## config.mk

```make
export PLATFORM = sky130hd
export DESIGN_NAME = mem_access_master_flat
export DESIGN_NICKNAME = d
export VERILOG_FILES = /design/src/rtl/mem_access_master_pkg.sv /design/src/rtl/mem_access_master_if.sv /design/src/rtl/mem_rd_lat_ctr.sv /design/src/rtl/mem_access_master.sv /design/src/flat_wrapper.sv
export SDC_FILE = /design/constraint.sdc
export NUM_CORES = 1
export LEC_CHECK = 0
export BUFFER_PORTS_ARGS = -buffer_cell sky130_fd_sc_hd__buf_2
export CORE_ASPECT_RATIO = 1.25
export CORE_MARGIN = 2
export CORE_UTILIZATION = 41
export CTS_CLUSTER_DIAMETER = 50
export DETAILED_ROUTE_END_ITERATION = 10
export PLACE_DENSITY_LB_ADDON = 0.12
export SYNTH_ARGS = -nofsm -noshare
export SYNTH_HDL_FRONTEND = slang
export SYNTH_SLANG_ARGS = --single-unit
export TNS_END_PERCENT = 30
```

## constraint.sdc

```tcl
create_clock -name clk -period 2.1 [get_ports clk]
set_input_delay 0.42 -clock clk [delete_from_list [all_inputs] [get_ports clk]]
set_output_delay 0.42 -clock clk [all_outputs]
set_load 0.01 [all_outputs]
```

## src/rtl/mem_access_master_pkg.sv

```systemverilog
// Shared widths, latency limits and FSM state encoding for the memory access master.
package mem_access_master_pkg;

   localparam int ADDR_W_DEF  = 8;
   localparam int DATA_W_DEF  = 8;
   localparam int LEN_W_DEF   = 4;
   localparam int RD_LAT_DEF  = 1;
   localparam int RD_LAT_MAX  = 7;
   localparam int LAT_CNT_W   = 3;

   typedef enum logic [2:0] {
      ST_IDLE     = 3'd0,
      ST_WRITE    = 3'd1,
      ST_RD_ISSUE = 3'd2,
      ST_RD_WAIT  = 3'd3,
      ST_RD_RESP  = 3'd4
   } state_t;

endpackage

```

## src/rtl/mem_access_master_if.sv

```systemverilog
// Command, write-stream, read-stream and memory-port signals of the access master.
interface mem_access_master_if
   import mem_access_master_pkg::*;
#(
   parameter int ADDR_W = ADDR_W_DEF,
   parameter int DATA_W = DATA_W_DEF,
   parameter int LEN_W  = LEN_W_DEF
);
   logic              cmd_valid;
   logic              cmd_ready;
   logic              cmd_write;
   logic [ADDR_W-1:0] cmd_addr;
   logic [LEN_W-1:0]  cmd_len;

   logic              wr_valid;
   logic              wr_ready;
   logic [DATA_W-1:0] wr_data;

   logic              rd_valid;
   logic              rd_ready;
   logic [DATA_W-1:0] rd_data;
   logic              rd_last;

   logic              done;

   logic [ADDR_W-1:0] mem_address;
   logic [DATA_W-1:0] mem_data_in;
   logic              mem_write_en;
   logic              mem_read_en;
   logic [DATA_W-1:0] mem_data_out;

   modport master (
      input  cmd_valid, cmd_write, cmd_addr, cmd_len,
      output cmd_ready,
      input  wr_valid, wr_data,
      output wr_ready,
      output rd_valid, rd_data, rd_last,
      input  rd_ready,
      output done,
      output mem_address, mem_data_in, mem_write_en, mem_read_en,
      input  mem_data_out
   );

   modport slave (
      output cmd_valid, cmd_write, cmd_addr, cmd_len,
      input  cmd_ready,
      output wr_valid, wr_data,
      input  wr_ready,
      input  rd_valid, rd_data, rd_last,
      output rd_ready,
      input  done,
      input  mem_address, mem_data_in, mem_write_en, mem_read_en,
      output mem_data_out
   );

endinterface

```

## src/rtl/mem_rd_lat_ctr.sv

```systemverilog
// Read-latency down-counter: loaded when the read strobe is sampled, flags the capture edge.
module mem_rd_lat_ctr
   import mem_access_master_pkg::*;
(
   input  logic                 clk,
   input  logic                 rst,
   input  logic                 load,
   input  logic [LAT_CNT_W-1:0] load_val,
   output logic                 expired
);

   logic [LAT_CNT_W-1:0] cnt;

   always_ff @(posedge clk) begin
      if (rst) begin
         cnt <= '0;
      end else if (load) begin
         cnt <= load_val;
      end else if (cnt != '0) begin
         cnt <= cnt - LAT_CNT_W'(1);
      end
   end

   // Terminal count of 1 means the next edge is RD_LAT edges past the sampling edge.
   assign expired = (cnt == LAT_CNT_W'(1));

endmodule

```

## src/rtl/mem_access_master.sv

```systemverilog
// Burst initiator for the memory_wrapper port: splits valid/ready burst commands into
// single-beat read/write strobes and streams beat data in and out.
//
//  state       | meaning
//  ------------+---------------------------------------------------------------
//  ST_IDLE     | cmd_ready high, waiting for a burst command
//  ST_WRITE    | wr_ready high, each accepted beat becomes one write strobe
//  ST_RD_ISSUE | mem_read_en high for this single cycle at cur_addr
//  ST_RD_WAIT  | counting memory read latency before capturing data_out
//  ST_RD_RESP  | read beat held on rd_* until the consumer takes it
module mem_access_master
   import mem_access_master_pkg::*;
#(
   parameter int ADDR_W = ADDR_W_DEF,
   parameter int DATA_W = DATA_W_DEF,
   parameter int LEN_W  = LEN_W_DEF,
   parameter int RD_LAT = RD_LAT_DEF
) (
   input  logic                clk,
   input  logic                rst,
   mem_access_master_if.master bus
);

   localparam logic [LAT_CNT_W-1:0] LAT_INIT = LAT_CNT_W'(RD_LAT);

   state_t            state;
   logic [ADDR_W-1:0] cur_addr;
   logic [ADDR_W-1:0] next_addr;
   logic [LEN_W-1:0]  beat_cnt;
   logic [LEN_W-1:0]  len_q;
   logic              last_beat;
   logic              lat_load;
   logic              lat_expired;

   assign next_addr = cur_addr + ADDR_W'(1);
   assign last_beat = (beat_cnt == len_q);
   assign lat_load  = (state == ST_RD_ISSUE);

   mem_rd_lat_ctr u_rd_lat_ctr (
      .clk      (clk),
      .rst      (rst),
      .load     (lat_load),
      .load_val (LAT_INIT),
      .expired  (lat_expired)
   );

   always_ff @(posedge clk) begin
      if (rst) begin
         state            <= ST_IDLE;
         cur_addr         <= '0;
         beat_cnt         <= '0;
         len_q            <= '0;
         bus.cmd_ready    <= 1'b0;
         bus.wr_ready     <= 1'b0;
         bus.rd_valid     <= 1'b0;
         bus.rd_data      <= '0;
         bus.rd_last      <= 1'b0;
         bus.done         <= 1'b0;
         bus.mem_address  <= '0;
         bus.mem_data_in  <= '0;
         bus.mem_write_en <= 1'b0;
         bus.mem_read_en  <= 1'b0;
      end else begin
         bus.done         <= 1'b0;
         bus.mem_write_en <= 1'b0;
         bus.mem_read_en  <= 1'b0;

         case (state)
            ST_IDLE: begin
               bus.cmd_ready <= 1'b1;
               if (bus.cmd_valid && bus.cmd_ready) begin
                  bus.cmd_ready <= 1'b0;
                  cur_addr      <= bus.cmd_addr;
                  len_q         <= bus.cmd_len;
                  beat_cnt      <= '0;
                  if (bus.cmd_write) begin
                     state        <= ST_WRITE;
                     bus.wr_ready <= 1'b1;
                  end else begin
                     state           <= ST_RD_ISSUE;
                     bus.mem_read_en <= 1'b1;
                     bus.mem_address <= bus.cmd_addr;
                  end
               end
            end

            ST_WRITE: begin
               if (bus.wr_valid && bus.wr_ready) begin
                  bus.mem_write_en <= 1'b1;
                  bus.mem_address  <= cur_addr;
                  bus.mem_data_in  <= bus.wr_data;
                  cur_addr         <= next_addr;
                  beat_cnt         <= beat_cnt + LEN_W'(1);
                  // done lines up with the final write strobe, not a cycle later.
                  if (last_beat) begin
                     state         <= ST_IDLE;
                     bus.wr_ready  <= 1'b0;
                     bus.done      <= 1'b1;
                     bus.cmd_ready <= 1'b1;
                  end
               end
            end

            ST_RD_ISSUE: begin
               // Zero latency means data_out is already valid at the sampling edge.
               if (RD_LAT == 0) begin
                  bus.rd_data  <= bus.mem_data_out;
                  bus.rd_valid <= 1'b1;
                  bus.rd_last  <= last_beat;
                  state        <= ST_RD_RESP;
               end else begin
                  state <= ST_RD_WAIT;
               end
            end

            ST_RD_WAIT: begin
               if (lat_expired) begin
                  bus.rd_data  <= bus.mem_data_out;
                  bus.rd_valid <= 1'b1;
                  bus.rd_last  <= last_beat;
                  state        <= ST_RD_RESP;
               end
            end

            ST_RD_RESP: begin
               if (bus.rd_valid && bus.rd_ready) begin
                  bus.rd_valid <= 1'b0;
                  bus.rd_last  <= 1'b0;
                  if (last_beat) begin
                     state         <= ST_IDLE;
                     bus.done      <= 1'b1;
                     bus.cmd_ready <= 1'b1;
                  end else begin
                     cur_addr        <= next_addr;
                     beat_cnt        <= beat_cnt + LEN_W'(1);
                     bus.mem_read_en <= 1'b1;
                     bus.mem_address <= next_addr;
                     state           <= ST_RD_ISSUE;
                  end
               end
            end

            default: begin
               state <= ST_IDLE;
            end
         endcase
      end
   end

endmodule

```

## src/flat_wrapper.sv

```systemverilog
// flat-port wrapper written by rule: the top's interface ports become plain ports
module mem_access_master_flat import mem_access_master_pkg::*;
#(
   parameter int ADDR_W = ADDR_W_DEF,
   parameter int DATA_W = DATA_W_DEF,
   parameter int LEN_W  = LEN_W_DEF,
   parameter int RD_LAT = RD_LAT_DEF
)
  (clk, rst, bus_cmd_valid, bus_cmd_write, bus_cmd_addr, bus_cmd_len, bus_cmd_ready, bus_wr_valid, bus_wr_data, bus_wr_ready, bus_rd_valid, bus_rd_data, bus_rd_last, bus_rd_ready, bus_done, bus_mem_address, bus_mem_data_in, bus_mem_write_en, bus_mem_read_en, bus_mem_data_out);
  mem_access_master_if #(.ADDR_W(ADDR_W), .DATA_W(DATA_W), .LEN_W(LEN_W)) bus_i ();
  input  logic clk;
  input  logic rst;
  input wire logic [$bits(bus_i.cmd_valid)-1:0] bus_cmd_valid;
  input wire logic [$bits(bus_i.cmd_write)-1:0] bus_cmd_write;
  input wire logic [$bits(bus_i.cmd_addr)-1:0] bus_cmd_addr;
  input wire logic [$bits(bus_i.cmd_len)-1:0] bus_cmd_len;
  output wire logic [$bits(bus_i.cmd_ready)-1:0] bus_cmd_ready;
  input wire logic [$bits(bus_i.wr_valid)-1:0] bus_wr_valid;
  input wire logic [$bits(bus_i.wr_data)-1:0] bus_wr_data;
  output wire logic [$bits(bus_i.wr_ready)-1:0] bus_wr_ready;
  output wire logic [$bits(bus_i.rd_valid)-1:0] bus_rd_valid;
  output wire logic [$bits(bus_i.rd_data)-1:0] bus_rd_data;
  output wire logic [$bits(bus_i.rd_last)-1:0] bus_rd_last;
  input wire logic [$bits(bus_i.rd_ready)-1:0] bus_rd_ready;
  output wire logic [$bits(bus_i.done)-1:0] bus_done;
  output wire logic [$bits(bus_i.mem_address)-1:0] bus_mem_address;
  output wire logic [$bits(bus_i.mem_data_in)-1:0] bus_mem_data_in;
  output wire logic [$bits(bus_i.mem_write_en)-1:0] bus_mem_write_en;
  output wire logic [$bits(bus_i.mem_read_en)-1:0] bus_mem_read_en;
  input wire logic [$bits(bus_i.mem_data_out)-1:0] bus_mem_data_out;
  assign bus_i.cmd_valid = bus_cmd_valid;
  assign bus_i.cmd_write = bus_cmd_write;
  assign bus_i.cmd_addr = bus_cmd_addr;
  assign bus_i.cmd_len = bus_cmd_len;
  assign bus_cmd_ready = bus_i.cmd_ready;
  assign bus_i.wr_valid = bus_wr_valid;
  assign bus_i.wr_data = bus_wr_data;
  assign bus_wr_ready = bus_i.wr_ready;
  assign bus_rd_valid = bus_i.rd_valid;
  assign bus_rd_data = bus_i.rd_data;
  assign bus_rd_last = bus_i.rd_last;
  assign bus_i.rd_ready = bus_rd_ready;
  assign bus_done = bus_i.done;
  assign bus_mem_address = bus_i.mem_address;
  assign bus_mem_data_in = bus_i.mem_data_in;
  assign bus_mem_write_en = bus_i.mem_write_en;
  assign bus_mem_read_en = bus_i.mem_read_en;
  assign bus_i.mem_data_out = bus_mem_data_out;
  mem_access_master #(.ADDR_W(ADDR_W), .DATA_W(DATA_W), .LEN_W(LEN_W), .RD_LAT(RD_LAT)) u_core (.clk(clk), .rst(rst), .bus(bus_i));
endmodule
```

# Word level (Yosys, flattened, before mapping)
# Index checks and enable logic that the tools add are counted.
totals:
  ff_bits: 53
  latchBits: 0
  mem_bits_rw: 0
  romBits: 0
  input_bits: 34
  output_inout_bits: 31
  word_cells: 103
  n_memories: 0
op_classes:
  add_sub_neg: 3
  n_mul: 0
  n_div: 0
  magnitude_cmp: 0
  eq_ne: 14
  n_shift: 0
  mux: 49
  bitwise: 1
  n_reduce_logical: 20
op_table:
  columns: ["operator", "n"]
  rows:
  - ["8-bit two-way mux", 7]
  - ["8-bit case mux with 3 select lines", 2]
  - ["1-bit two-way mux", 21]
  - ["4-bit two-way mux", 4]
  - ["3-bit two-way mux", 5]
  - ["3-bit case mux with 5 select lines", 1]
  - ["5-bit AND reduction", 3]
  - ["4-bit case mux with 3 select lines", 1]
  - ["2-bit by 1-bit != test with 1-bit output (second input constant)", 5]
  - ["1-bit case mux with 2 select lines", 5]
  - ["8-bit by 1-bit adder with 8-bit output (second input constant)", 1]
  - ["3-bit by 1-bit == test with 1-bit output (second input constant)", 2]
  - ["3-bit by 2-bit == test with 1-bit output (second input constant)", 2]
  - ["2-bit != test (second input constant)", 3]
  - ["2-bit AND reduction", 3]
  - ["3-bit AND reduction", 2]
  - ["6-bit AND reduction", 1]
  - ["2-bit nonzero test", 3]
  - ["3-bit nonzero test", 2]
  - ["4-bit by 1-bit adder with 4-bit output (second input constant)", 1]
  - ["4-bit == test", 1]
  - ["2-bit two-way mux", 2]
  - ["2-bit OR reduction", 2]
  - ["3-bit == test (second input constant)", 1]
  - ["5 further kinds", 7]

# Logic depth before layout (Yosys ltp)
# Gate-level depths: netlist (run 1).
depth:
  word_depth: 4
  ltp_mapped: 8
  ltp_nobuf: 7

# Modules after synthesis
# From an unflattened synthesis (run 1), not the netlist that was laid out.
unflattened:
  cells_unflattened: 347
  area_unflattened_um2: 2763.9
by_module_without_submodules:
  columns: ["module", "instances", "cells_each", "area_each_um2", "seq_area_each_um2"]
  rows:
  - ["mem_access_master", 1, 324, 2539.9, 1001.0]
  - ["mem_rd_lat_ctr", 1, 23, 224.0, 60.1]

# Worst setup path after synthesis (run 1)
# No wires, ideal clock.
synth_timing:
  path_kind: "reg2reg"
  from: "register u_core.state[2]"
  to: "register u_core.bus.mem_address[1]"
  setup_time_ns: 0.136
  t_arrival_ns: 1.620
  t_required_ns: 1.964
  path_slack_ns: 0.345
  path_stages_with_launch: 8
  path_buffers: 2
  path_cell_list: "dfxtp_1 > buf_4 > or3b_4 > o221a_4 > o211a_1 > buf_6 > a21oi_1 > a211oi_1"
synth_via:
  elab_chain_len: 3
synth_lines:
  columns: ["element", "line_no", "text"]
  rows:
  - ["start: declaration", "mem_access_master.sv:26", "state_t state;"]
  - ["start signal: assignment", "mem_access_master.sv:49", "state <= ST_IDLE;"]
  - ["start signal: assignment", "mem_access_master.sv:77", "state <= ST_WRITE;"]
  - ["start signal: assignment", "mem_access_master.sv:80", "state <= ST_RD_ISSUE;"]
  - ["3-bit == test, or another cell as far along", "mem_access_master.sv:68", "case (state)"]
  - ["2-bit != test (no source line), or another cell as far along", null, null]
  - ["6-bit AND reduction (no source line)", null, null]
  - ["end signal: assignment", "mem_access_master.sv:82", "bus.mem_address <= bus.cmd_addr;"]
  - ["end signal: assignment", "mem_access_master.sv:90", "bus.mem_address <= cur_addr;"]
  - ["end signal: assignment", "mem_access_master.sv:137", "bus.mem_address <= next_addr;"]
  - ["end: declaration", "mem_access_master_if.sv:40", "output mem_address, mem_data_in, mem_write_en, mem_read_en,"]
# Parallel ways exist; a longest one is shown, timed or not.
# A chain may end at the register's enable or synchronous reset.

# Worst setup path in the final report (run 1)
layout_timing:
  from: "register u_core.u_rd_lat_ctr.cnt[1]"
  to: "register u_core.bus.rd_data[7]"
layout_via:
  elab_chain_len: 2
layout_lines:
  columns: ["element", "line_no", "text"]
  rows:
  - ["start: declaration", "mem_rd_lat_ctr.sv:12", "logic [LAT_CNT_W-1:0] cnt;"]
  - ["start signal: assignment", "mem_rd_lat_ctr.sv:18", "cnt <= load_val;"]
  - ["start signal: assignment", "mem_rd_lat_ctr.sv:20", "cnt <= cnt - LAT_CNT_W'(1);"]
  - ["3-bit by 1-bit == test with 1-bit output", "mem_rd_lat_ctr.sv:25", "assign expired = (cnt == LAT_CNT_W'(1));"]
  - ["2-bit AND reduction (no source line)", null, null]
  - ["end signal: assignment", "mem_access_master.sv:107", "bus.rd_data <= bus.mem_data_out;"]
  - ["end signal: assignment", "mem_access_master.sv:118", "bus.rd_data <= bus.mem_data_out;"]
  - ["end: declaration", "mem_access_master_if.sv:37", "output rd_valid, rd_data, rd_last,"]
# Every way passes these cells.

==> results of run 1 <==
## stage by stage
stage,power [mW],setup TNS [ns]
2_1_floorplan,2.63,0
4_1_cts,3.65,0
6_report,3.65,0
5_1_grt,3.94,-0.299
3_5_place_dp,3.08,0
3_3_place_gp,3.06,0
## routing by layer
metal | wire length (um) | track usage | vias up
met5 | 0 | 0 | -
met4 | 70 | 0.0497 | 0
met3 | 264 | 0.0388 | 6
met2 | 3150 | 0.326 | 58
met1 | 2930 | 0.243 | 1132
li1 | - | - | 1252
## registers in the layout, summed over array words and instances, names as in the netlist
signal	cells
u_core.beat_cnt	4
u_core.bus.cmd_ready	1
u_core.bus.done	1
u_core.bus.mem_address	8
u_core.bus.mem_data_in	8
u_core.bus.mem_read_en	1
u_core.bus.mem_write_en	1
u_core.bus.rd_data	8
u_core.bus.rd_last	1
u_core.bus.rd_valid	1
u_core.bus.wr_ready	1
u_core.cur_addr	8
u_core.len_q	4
u_core.state	3
u_core.u_rd_lat_ctr.cnt	3
## worst min-delay path, delay by kind of cell
family	cells	cell delay [ns]
and+or+nand+nor	1	0.07
buffers and inverters	1	0.07
muxes	1	0.05
## cell type report
type,instances,area [sq um],area share
clock buffers,7,76.3,0.0239
flip-flops and latches,53,1060,0.332
well taps,85,106,0.0333
repair buffers,83,463,0.145
clock inverters,1,7.51,0.00235
inverters,9,33.8,0.0106
multi-input cells,229,1450,0.453
## cell families (layout without fill, tap and decap cells)
| family | Yosys count | in the layout | share of synthesized area |
|---|---|---|---|
| AO/OA/AOI/OAI | 86 | 86 | 0.226 |
| XOR/XNOR | 7 | 7 | 0.0233 |
| adder cells (fa/ha/maj) | 5 | 5 | 0.0238 |
| buffers and inverters | 26 | 100 | 0.0537 |
| flip-flops | 53 | 53 | 0.403 |
| multiplexers | 14 | 14 | 0.0537 |
| AND/OR/NAND/NOR | 117 | 117 | 0.217 |
## power by group through the flow
| stage | combinational (mW) | sequential [mW] | clock, mW |
|---|---|---|---|
| CTS | 1.66 | 1.40 | 0.592 |
| detailed placement | 1.66 | 1.42 | 0 |
| finish | 1.68 | 1.40 | 0.569 |
| global route | 1.88 | 1.44 | 0.628 |
| floorplan | 1.20 | 1.42 | 0 |
| global placement | 1.64 | 1.42 | 0 |
## path summary, 6_finish.rpt
path,depth (start not counted),end,slack [ns]
hold / removal,3,u_core.bus.rd_data[3]$_SDFFE_PP0P_,0.34
setup / recovery,7,u_core.bus.rd_data[7]$_SDFFE_PP0P_,0.18
hold reg to reg,2,u_core.bus.mem_data_in[7]$_SDFFE_PP0P_,0.46
setup reg to reg,7,u_core.bus.rd_data[7]$_SDFFE_PP0P_,0.18
## Yosys cell counts, types with 2 or more instances
cell | number | share of area
sky130_fd_sc_hd__a2111oi_0 | 2 | 0.0067
sky130_fd_sc_hd__a211oi_1 | 8 | 0.023
sky130_fd_sc_hd__a21o_1 | 3 | 0.0086
sky130_fd_sc_hd__a21oi_1 | 37 | 0.070
sky130_fd_sc_hd__a21oi_2 | 2 | 0.0067
sky130_fd_sc_hd__a221oi_1 | 4 | 0.013
sky130_fd_sc_hd__and2_1 | 3 | 0.0071
sky130_fd_sc_hd__and3_1 | 4 | 0.0095
sky130_fd_sc_hd__buf_2 | 2 | 0.0038
sky130_fd_sc_hd__buf_6 | 5 | 0.021
sky130_fd_sc_hd__clkbuf_1 | 9 | 0.013
sky130_fd_sc_hd__dfxtp_1 | 53 | 0.40
sky130_fd_sc_hd__ha_1 | 5 | 0.024
sky130_fd_sc_hd__inv_1 | 9 | 0.013
sky130_fd_sc_hd__mux2i_1 | 13 | 0.049
sky130_fd_sc_hd__nand2_1 | 41 | 0.058
sky130_fd_sc_hd__nand2_2 | 2 | 0.0047
sky130_fd_sc_hd__nand2b_1 | 2 | 0.0047
sky130_fd_sc_hd__nand3_1 | 6 | 0.011
sky130_fd_sc_hd__nand4_1 | 3 | 0.0071
sky130_fd_sc_hd__nor2_1 | 27 | 0.038
sky130_fd_sc_hd__nor2_2 | 2 | 0.0047
sky130_fd_sc_hd__nor3_1 | 14 | 0.027
sky130_fd_sc_hd__o21ai_0 | 10 | 0.019
sky130_fd_sc_hd__o32ai_1 | 4 | 0.013
sky130_fd_sc_hd__or3_1 | 3 | 0.0071
sky130_fd_sc_hd__xnor2_1 | 2 | 0.0067
sky130_fd_sc_hd__xor2_1 | 5 | 0.017
==> metrics.log, run 1 <==
INFO  metric postCtsSetupBuffers = 0
INFO  metric critical_path_class = flip-flop to flip-flop
INFO  metric power_per_cell_area = 1140 nW/um^2
INFO  metric rows = 32
INFO  metric crit_top_cell = sky130_fd_sc_hd__inv_1
INFO  metric cts_max_level = 2
INFO  metric drt_pass1_iterations = 4
INFO  metric wl = 6420 um
INFO  metric drv_slew = 0
INFO  metric cts_repair_resize_count = 0
INFO  metric clk_latency = 0.30 ns
INFO  metric postSynthCellCount = 308
INFO  metric cellInternalPower = 2.18 mW
INFO  metric final.fill_count = 612
INFO  metric drive_above_1_share = 0.277
INFO  metric placed_cells_incl_taps = 459
INFO  metric finClkSkew = 0.00498 ns
INFO  metric crit_path_cell_trace = inv_1 > ha_1 > inv_1 > o21ai_0 > o2111ai_4 > mux2i_1 > nor2_1
INFO  metric maximum_fanout_encountered_on_the_critical_timing_path = 10
INFO  metric clkTransAtPathRegs = 0.09 ns
INFO  metric most_common_library_cell_in_the_layout_ignoring_fill_and_taps = sky130_fd_sc_hd__buf_2
INFO  metric ys_async_sr_fraction = 0
INFO  metric io-pin-count = 65
INFO  metric finalSetupViolCount = 0
INFO  metric timing_worst_slew_pin_value = 0.684 ns
INFO  metric cts_root_buf = sky130_fd_sc_hd__clkbuf_8
INFO  metric slew_headroom = 0.543
INFO  metric max_cap_violations = 0
INFO  metric ys_seq_elements = 53
INFO  metric clock_power_share = 0.156
INFO  metric numPortBuffers = 64
INFO  metric die_area = 7080 sq um
INFO  metric combinationalPowerShare = 0.460
INFO  metric wl_per_cell = 13.7 um
INFO  metric worst_ep_required_time = 2.30 ns
INFO  metric finish.net_count = 420
INFO  metric tritoncts_num_sinks = 53
INFO  metric design.core.area = 6210 sq um
INFO  metric leading_cell_types_in_the_layout_fill_and_taps_excluded = sky130_fd_sc_hd__buf_2 (64), sky130_fd_sc_hd__dfxtp_1 (53), sky130_fd_sc_hd__nand2_1 (41)
INFO  metric cpLargestDelayFamily = compound AO/OA/AOI/OAI gates
INFO  metric global_route.usage.total = 0.192
INFO  metric hold_path_startpoint = bus_mem_data_out[3]
INFO  metric buffer_depth_of_the_longest_clock_path = 2
INFO  metric syn_area = 2630 sq um
INFO  metric final-instance-count-excl-fill = 467
INFO  metric element_type_at_the_critical_path_end = flip-flop
INFO  metric layout_setup_ws = 0.179 ns
INFO  metric via_count = 2448
INFO  metric area_growth_syn_to_layout = 21.2%
INFO  metric placed_area = 3100 sq um
INFO  metric quantity_of_hold_fixing_buffers_added_after_cts = 0
INFO  metric post_synth_num_cell_types = 56
INFO  metric tritoncts_buffers = 5
INFO  metric final-hold-violation-count = 0
INFO  metric finalCoreUtilization = 0.515
INFO  metric drc = 0
INFO  metric power.switching_fraction = 0.402
INFO  metric first_iter_violations = 118
INFO  metric outcome = completed
INFO  metric antenna_cells = 0
INFO  metric minimum_hold_slack = 0.342 ns
INFO  metric worst-path-buf-inv = 2
INFO  metric grt_pass1_vias = 2318
INFO  metric grt_overflow = 0
INFO  metric synth_nets = 347
INFO  metric place_worst_setup_slack = 0.128 ns
INFO  metric die-height = 93.6 um
INFO  metric postLayoutCellArea = 3190 sq um
INFO  metric syn-mean-instance-area = 8.55 sq um
INFO  metric critical_path.slowest_cell = sky130_fd_sc_hd__o21ai_0
INFO  metric power.switching = 1.47 mW
INFO  metric antenna_violation_net_count_after_detailed_routing = 0
INFO  metric period_minus_slack = 1.92 ns
INFO  metric critical_path.reg2reg.startpoint = u_core.u_rd_lat_ctr.cnt[1]$_SDFFE_PP0P_
INFO  metric leakagePower = 1.43 nW
INFO  metric synth_edf_count = 0
INFO  metric crit_arrival = 2.12 ns
INFO  metric seqPwrFrac = 0.384
INFO  metric critical_path.max_stage_delay = 0.52 ns
INFO  metric tritoncts_clock_tree = built
INFO  metric synth_ff_type = sky130_fd_sc_hd__dfxtp_1
INFO  metric wire_length_of_the_first_global_routing_pass = 10600 um
INFO  metric final.period_utilization = 0.915
INFO  metric antenna_found_initial = 0
INFO  metric hold_class = primary input to flip-flop
INFO  metric routed_via_density = 5.24
INFO  metric gp_congestion = 0.841
INFO  metric power.ir.vdd_worst = 442 uV
INFO  metric worst_setup_path_startpoint = u_core.u_rd_lat_ctr.cnt[1]$_SDFFE_PP0P_
INFO  metric yosys_warns = 0
INFO  metric starting_density_of_the_core = 0.424
INFO  metric start_kind = flip-flop
INFO  metric detailed_place_hpwl = 4820 um
INFO  metric grt_start_max_net_pins = 25
INFO  metric sequential_cell_area_fraction_in_the_yosys_report = 0.403
INFO  metric fmax = 521 MHz
INFO  metric die-width = 75.7 um
Note: power is estimated with default switching activity, not from simulation.
==> inputs of run 2 (changes only) <==
--- a/config.mk
+++ b/config.mk
@@ -14,5 +14,6 @@
 export PLACE_DENSITY_LB_ADDON = 0.12
 export SYNTH_ARGS = -nofsm -noshare
 export SYNTH_HDL_FRONTEND = slang
+export SYNTH_HIERARCHICAL = 1
 export SYNTH_SLANG_ARGS = --single-unit
 export TNS_END_PERCENT = 30
==> run 2 against run 1 <==
Effect of this change: global-route usage grew 0.44 points; die area grew 4.7%; sequential share of layout area shrank 1.4 points; first-iteration DRC count rose by 22%; critical path type unchanged.
==> metrics.log, run 2 <==
INFO  metric design.core.area = 6520 sq um (+5.1%)
INFO  metric first_iter_violations = 144 (+22%)
INFO  metric wire_length_of_the_first_global_routing_pass = 11700 um (+9.7%)
INFO  metric synth_mux_area_frac = 0.0181 (-0.0356)
INFO  metric via_count = 2729 (+11%)
INFO  metric post_synth_num_cell_types = 64 (+14%)
INFO  metric clkTransAtPathRegs = 0.11 ns (+0.02 ns)
INFO  metric postSynthCellCount = 347 (+13%)
INFO  metric postLayoutCellArea = 3330 sq um (+4.4%)
INFO  metric io-pin-count = 65 (unchanged)
INFO  metric critical_path_class = flip-flop to flip-flop
INFO  metric cts_root_buf = sky130_fd_sc_hd__clkbuf_8
INFO  metric grt_start_max_net_pins = 34 (+36%)
INFO  metric cts_repair_resize_count = 0 (unchanged)
INFO  metric crit_arrival = 2.19 ns (+0.07 ns)
INFO  metric drt_pass1_iterations = 4 (unchanged)
INFO  metric starting_density_of_the_core = 0.424 (-0.000728)
INFO  metric global_route.usage.total = 0.196 (+0.00437)
INFO  metric area_growth_syn_to_layout = 20.6%
INFO  metric busiest_layer = met2
INFO  metric drc = 0 (unchanged)
INFO  metric antenna_found_initial = 0 (unchanged)
INFO  metric main_combinational_cell_family_by_area_after_synthesis = simple AND/OR/NAND/NOR gates
INFO  metric sequential_cell_area_fraction_in_the_yosys_report = 0.384 (-0.0190)
INFO  metric tritoncts_num_sinks = 53 (unchanged)
INFO  metric rsz0062_at_grt = no
INFO  metric period_minus_slack = 1.95 ns (+0.0272 ns)
INFO  metric clk_latency = 0.32 ns (+0.02 ns)
INFO  metric hold_class = primary input to flip-flop
INFO  metric timing_worst_slew_pin_value = 0.630 ns (-0.0537 ns)
INFO  metric routed_via_density = 5.45 (+3.9%)
INFO  metric fmax = 513 MHz (-1.4%)
INFO  metric yosys_warns = 6 (+6)
INFO  metric slew_headroom = 0.580 (+0.0363)
INFO  metric groute.layer.met2.usage = 0.350 (+0.0239)
INFO  metric critical_path.reg2reg.startpoint = u_core/state[2]$_SDFFE_PP0P_
INFO  metric top_cell_type_s_share_of_synthesized_area = 0.384 (-0.0190)
INFO  metric synth_edf_count = 0 (unchanged)
INFO  metric outcome = completed
INFO  metric path_depth = 6 (-1)
INFO  metric power.switching_fraction = 0.406 (+0.00420)
INFO  metric die-width = 77.4 um (+2.3%)
INFO  metric rows = 33 (+3.1%)
INFO  metric die_area = 7420 sq um (+4.7%)
INFO  metric xor_xnor_share_of_the_synthesized_area = 0.0222 (-0.00110)
INFO  metric seqPwrFrac = 0.368 (-0.016)
INFO  metric cts_max_level = 2 (unchanged)
INFO  metric gp_congestion = 0.857 (+2.0%)
INFO  metric r2r_slack = 0.15 ns (-0.03 ns)
INFO  metric grt_pass1_vias = 2435 (+5.0%)
INFO  metric most_common_library_cell_in_the_layout_ignoring_fill_and_taps = sky130_fd_sc_hd__buf_2
INFO  metric setup_crit_end = u_core/bus.mem_address[6]$_SDFFE_PP0P_
INFO  metric cellInternalPower = 2.27 mW (+3.9%)
INFO  metric ys_async_sr_fraction = 0 (unchanged)
INFO  metric buffer_depth_of_the_longest_clock_path = 2 (unchanged)
INFO  metric grt_overflow = 0 (unchanged)
INFO  metric tritoncts_buffers = 5 (unchanged)
INFO  metric worst_ep_required_time = 2.34 ns (+0.04 ns)
INFO  metric leakagePower = 1.36 nW (-5.3%)
INFO  metric element_type_at_the_critical_path_end = flip-flop
INFO  metric postCtsSetupBuffers = 0 (unchanged)
INFO  metric detailed_place_hpwl = 5340 um (+11%)
INFO  metric yosysMostFrequentCell = sky130_fd_sc_hd__nand2_1
INFO  metric rr_endpoint = u_core/bus.mem_address[6]$_SDFFE_PP0P_
INFO  metric complex_gate_fraction_of_the_synthesized_area = 0.234 (+0.00794)
INFO  metric combinationalPowerShare = 0.470 (+0.010)
INFO  metric synth_ff_type = sky130_fd_sc_hd__dfxtp_1
INFO  metric crit_path_cell_trace = nor2b_1 > a221o_1 > a221o_1 > buf_12 > or3_1 > a21oi_1
INFO  metric fin_tns_setup = 0 ns (unchanged)
INFO  metric power.ir.vdd_worst = 497 uV (+12%)
INFO  metric post_synth_main_area_contributors = sky130_fd_sc_hd__dfxtp_1 (38%), sky130_fd_sc_hd__nand2_1 (7.5%), sky130_fd_sc_hd__a21oi_1 (7.4%)
INFO  metric rr_worst_depth = 6 (-1)
INFO  metric maximum_fanout_encountered_on_the_critical_timing_path = 15 (+5)
INFO  metric tritoncts_clock_tree = built
INFO  metric wl = 7240 um (+13%)
INFO  metric drive_above_1_share = 0.244 (-0.0335)
INFO  metric worst_setup_path_startpoint = u_core/state[2]$_SDFFE_PP0P_
INFO  metric netlist_top_cells_count = sky130_fd_sc_hd__nand2_1 (55), sky130_fd_sc_hd__dfxtp_1 (53), sky130_fd_sc_hd__a21oi_1 (41)
INFO  metric crit_top_cell = sky130_fd_sc_hd__a221o_1
INFO  metric library_cell_with_the_largest_summed_area_after_synthesis = sky130_fd_sc_hd__dfxtp_1
INFO  metric final-hold-violation-count = 0 (unchanged)
INFO  metric max_cap_violations = 0 (unchanged)
INFO  metric placed_area = 3240 sq um (+4.6%)
INFO  metric power_per_cell_area = 1150 nW/um^2 (+0.23%)
INFO  metric finish.net_count = 452 (+7.6%)
INFO  metric syn_area = 2760 sq um (+4.9%)
INFO  metric quantity_of_hold_fixing_buffers_added_after_cts = 0 (unchanged)
INFO  metric finalSetupViolCount = 0 (unchanged)
INFO  metric start_kind = flip-flop
INFO  metric yosys.area_share.adder = 0.0226 (-0.00112)
INFO  metric clock_power_share = 0.162 (+0.006)
INFO  metric die-height = 95.8 um (+2.3%)
INFO  metric syn-mean-instance-area = 7.97 sq um (-6.9%)
INFO  metric wl_per_cell = 14.4 um (+5.1%)
INFO  metric final.period_utilization = 0.928 (+0.0130)
INFO  metric cpLargestDelayFamily = compound AO/OA/AOI/OAI gates
INFO  metric post_synth_simple_gate_area = 0.268 (+0.0509)
INFO  metric met3_usage = 0.0319 (-0.00690)
INFO  metric numPortBuffers = 64 (unchanged)
INFO  metric met1_layer_usage_reported_by_global_route = 0.237 (-0.00577)
INFO  metric leading_cell_types_in_the_layout_fill_and_taps_excluded = sky130_fd_sc_hd__buf_2 (64), sky130_fd_sc_hd__nand2_1 (55), sky130_fd_sc_hd__dfxtp_1 (52)
INFO  metric critical_path.max_stage_delay = 0.37 ns (-0.15 ns)
INFO  metric antenna_cells = 0 (unchanged)
INFO  metric finClkSkew = 0.00753 ns (+0.00254 ns)
INFO  metric power.switching = 1.55 mW (+5.8%)
INFO  metric ys_seq_elements = 53 (unchanged)
INFO  metric drv_slew = 0 (unchanged)
INFO  metric critical_path.slowest_cell = sky130_fd_sc_hd__dfxtp_1
INFO  metric antenna_violation_net_count_after_detailed_routing = 0 (unchanged)
INFO  metric worst-path-buf-inv = 1 (-1)
[run 2: worst register-to-register path, cell delays in order, from the launching register on]
cell	delay, ns
sky130_fd_sc_hd__dfxtp_1	0.37
sky130_fd_sc_hd__nor2b_1	0.16
sky130_fd_sc_hd__a221o_1	0.36
sky130_fd_sc_hd__a221o_1	0.33
sky130_fd_sc_hd__buf_12	0.17
sky130_fd_sc_hd__or3_1	0.36
sky130_fd_sc_hd__a21oi_1	0.12
[run 2: area by class of cell]
cell class	instances	area, sq um
clock buffers	5	68.8
flip-flops and latches	53	1060
repair buffers	82	468
well taps	87	109
fillers	692	3190
clock inverters	3	25.0
multi-input cells	263	1570
inverters	8	30.0
[run 2: per-layer routing]
| layer | up-vias | share of wire | wire length (um) |
|---|---|---|---|
| li1 | 1360 | - | - |
| met1 | 1284 | 0.43 | 3080 |
| met2 | 74 | 0.52 | 3730 |
| met3 | 11 | 0.041 | 295 |
| met4 | 0 | 0.018 | 131 |
| met5 | - | 0 | 0 |
[run 2: power by group through the flow]
stage,Combinational (mW),Sequential (mW),Clock (mW)
2_1_floorplan,1.23,1.40,0
3_3_place_gp,1.78,1.42,0
3_5_place_dp,1.79,1.42,0
4_1_cts,1.79,1.40,0.644
5_1_grt,2.00,1.44,0.677
6_report,1.80,1.41,0.619
[run 2: cells by family (layout without fill, tap and decap cells)]
logic type,after synthesis,count (layout)
AOI/OAI and AO/OA,98,98
xor gates and xnor gates,7,7
adders and majority gates,5,5
buffers and inverters,32,98
DFF,53,53
muxes,5,5
other,2,3
and+or+nand+nor,145,145
[run 2: worst min-delay path by stage]
stage / depth (start not counted) / startpoint / to
floorplan: 2 / u_core/cur_addr[4]$_SDFFE_PP0P_ / u_core/cur_addr[4]$_SDFFE_PP0P_
detailed placement: 2 / u_core/bus.rd_data[5]$_SDFFE_PP0P_ / u_core/bus.rd_data[5]$_SDFFE_PP0P_
finish: 3 / bus_wr_data[4] / u_core/bus.mem_data_in[4]$_SDFFE_PP0P_
global placement: 2 / u_core/bus.rd_data[5]$_SDFFE_PP0P_ / u_core/bus.rd_data[5]$_SDFFE_PP0P_
CTS: 3 / bus_wr_data[6] / u_core/bus.mem_data_in[6]$_SDFFE_PP0P_
global route: 3 / bus_wr_data[7] / u_core/bus.mem_data_in[7]$_SDFFE_PP0P_
[run 2: stage by stage]
stage	total power, mW	utilization	hold slack (ns)	cells	worst slack [ns]
floorplan	2.63	-	0.465	348	0.0774
finish	3.82	0.511	0.328	501	0.152
global placement	3.20	0.497	0.439	493	0.0955
CTS	3.84	0.511	0.320	501	0.0837
detailed placement	3.21	0.497	0.445	493	0.0684
global route	4.12	0.511	0.322	501	0.0394
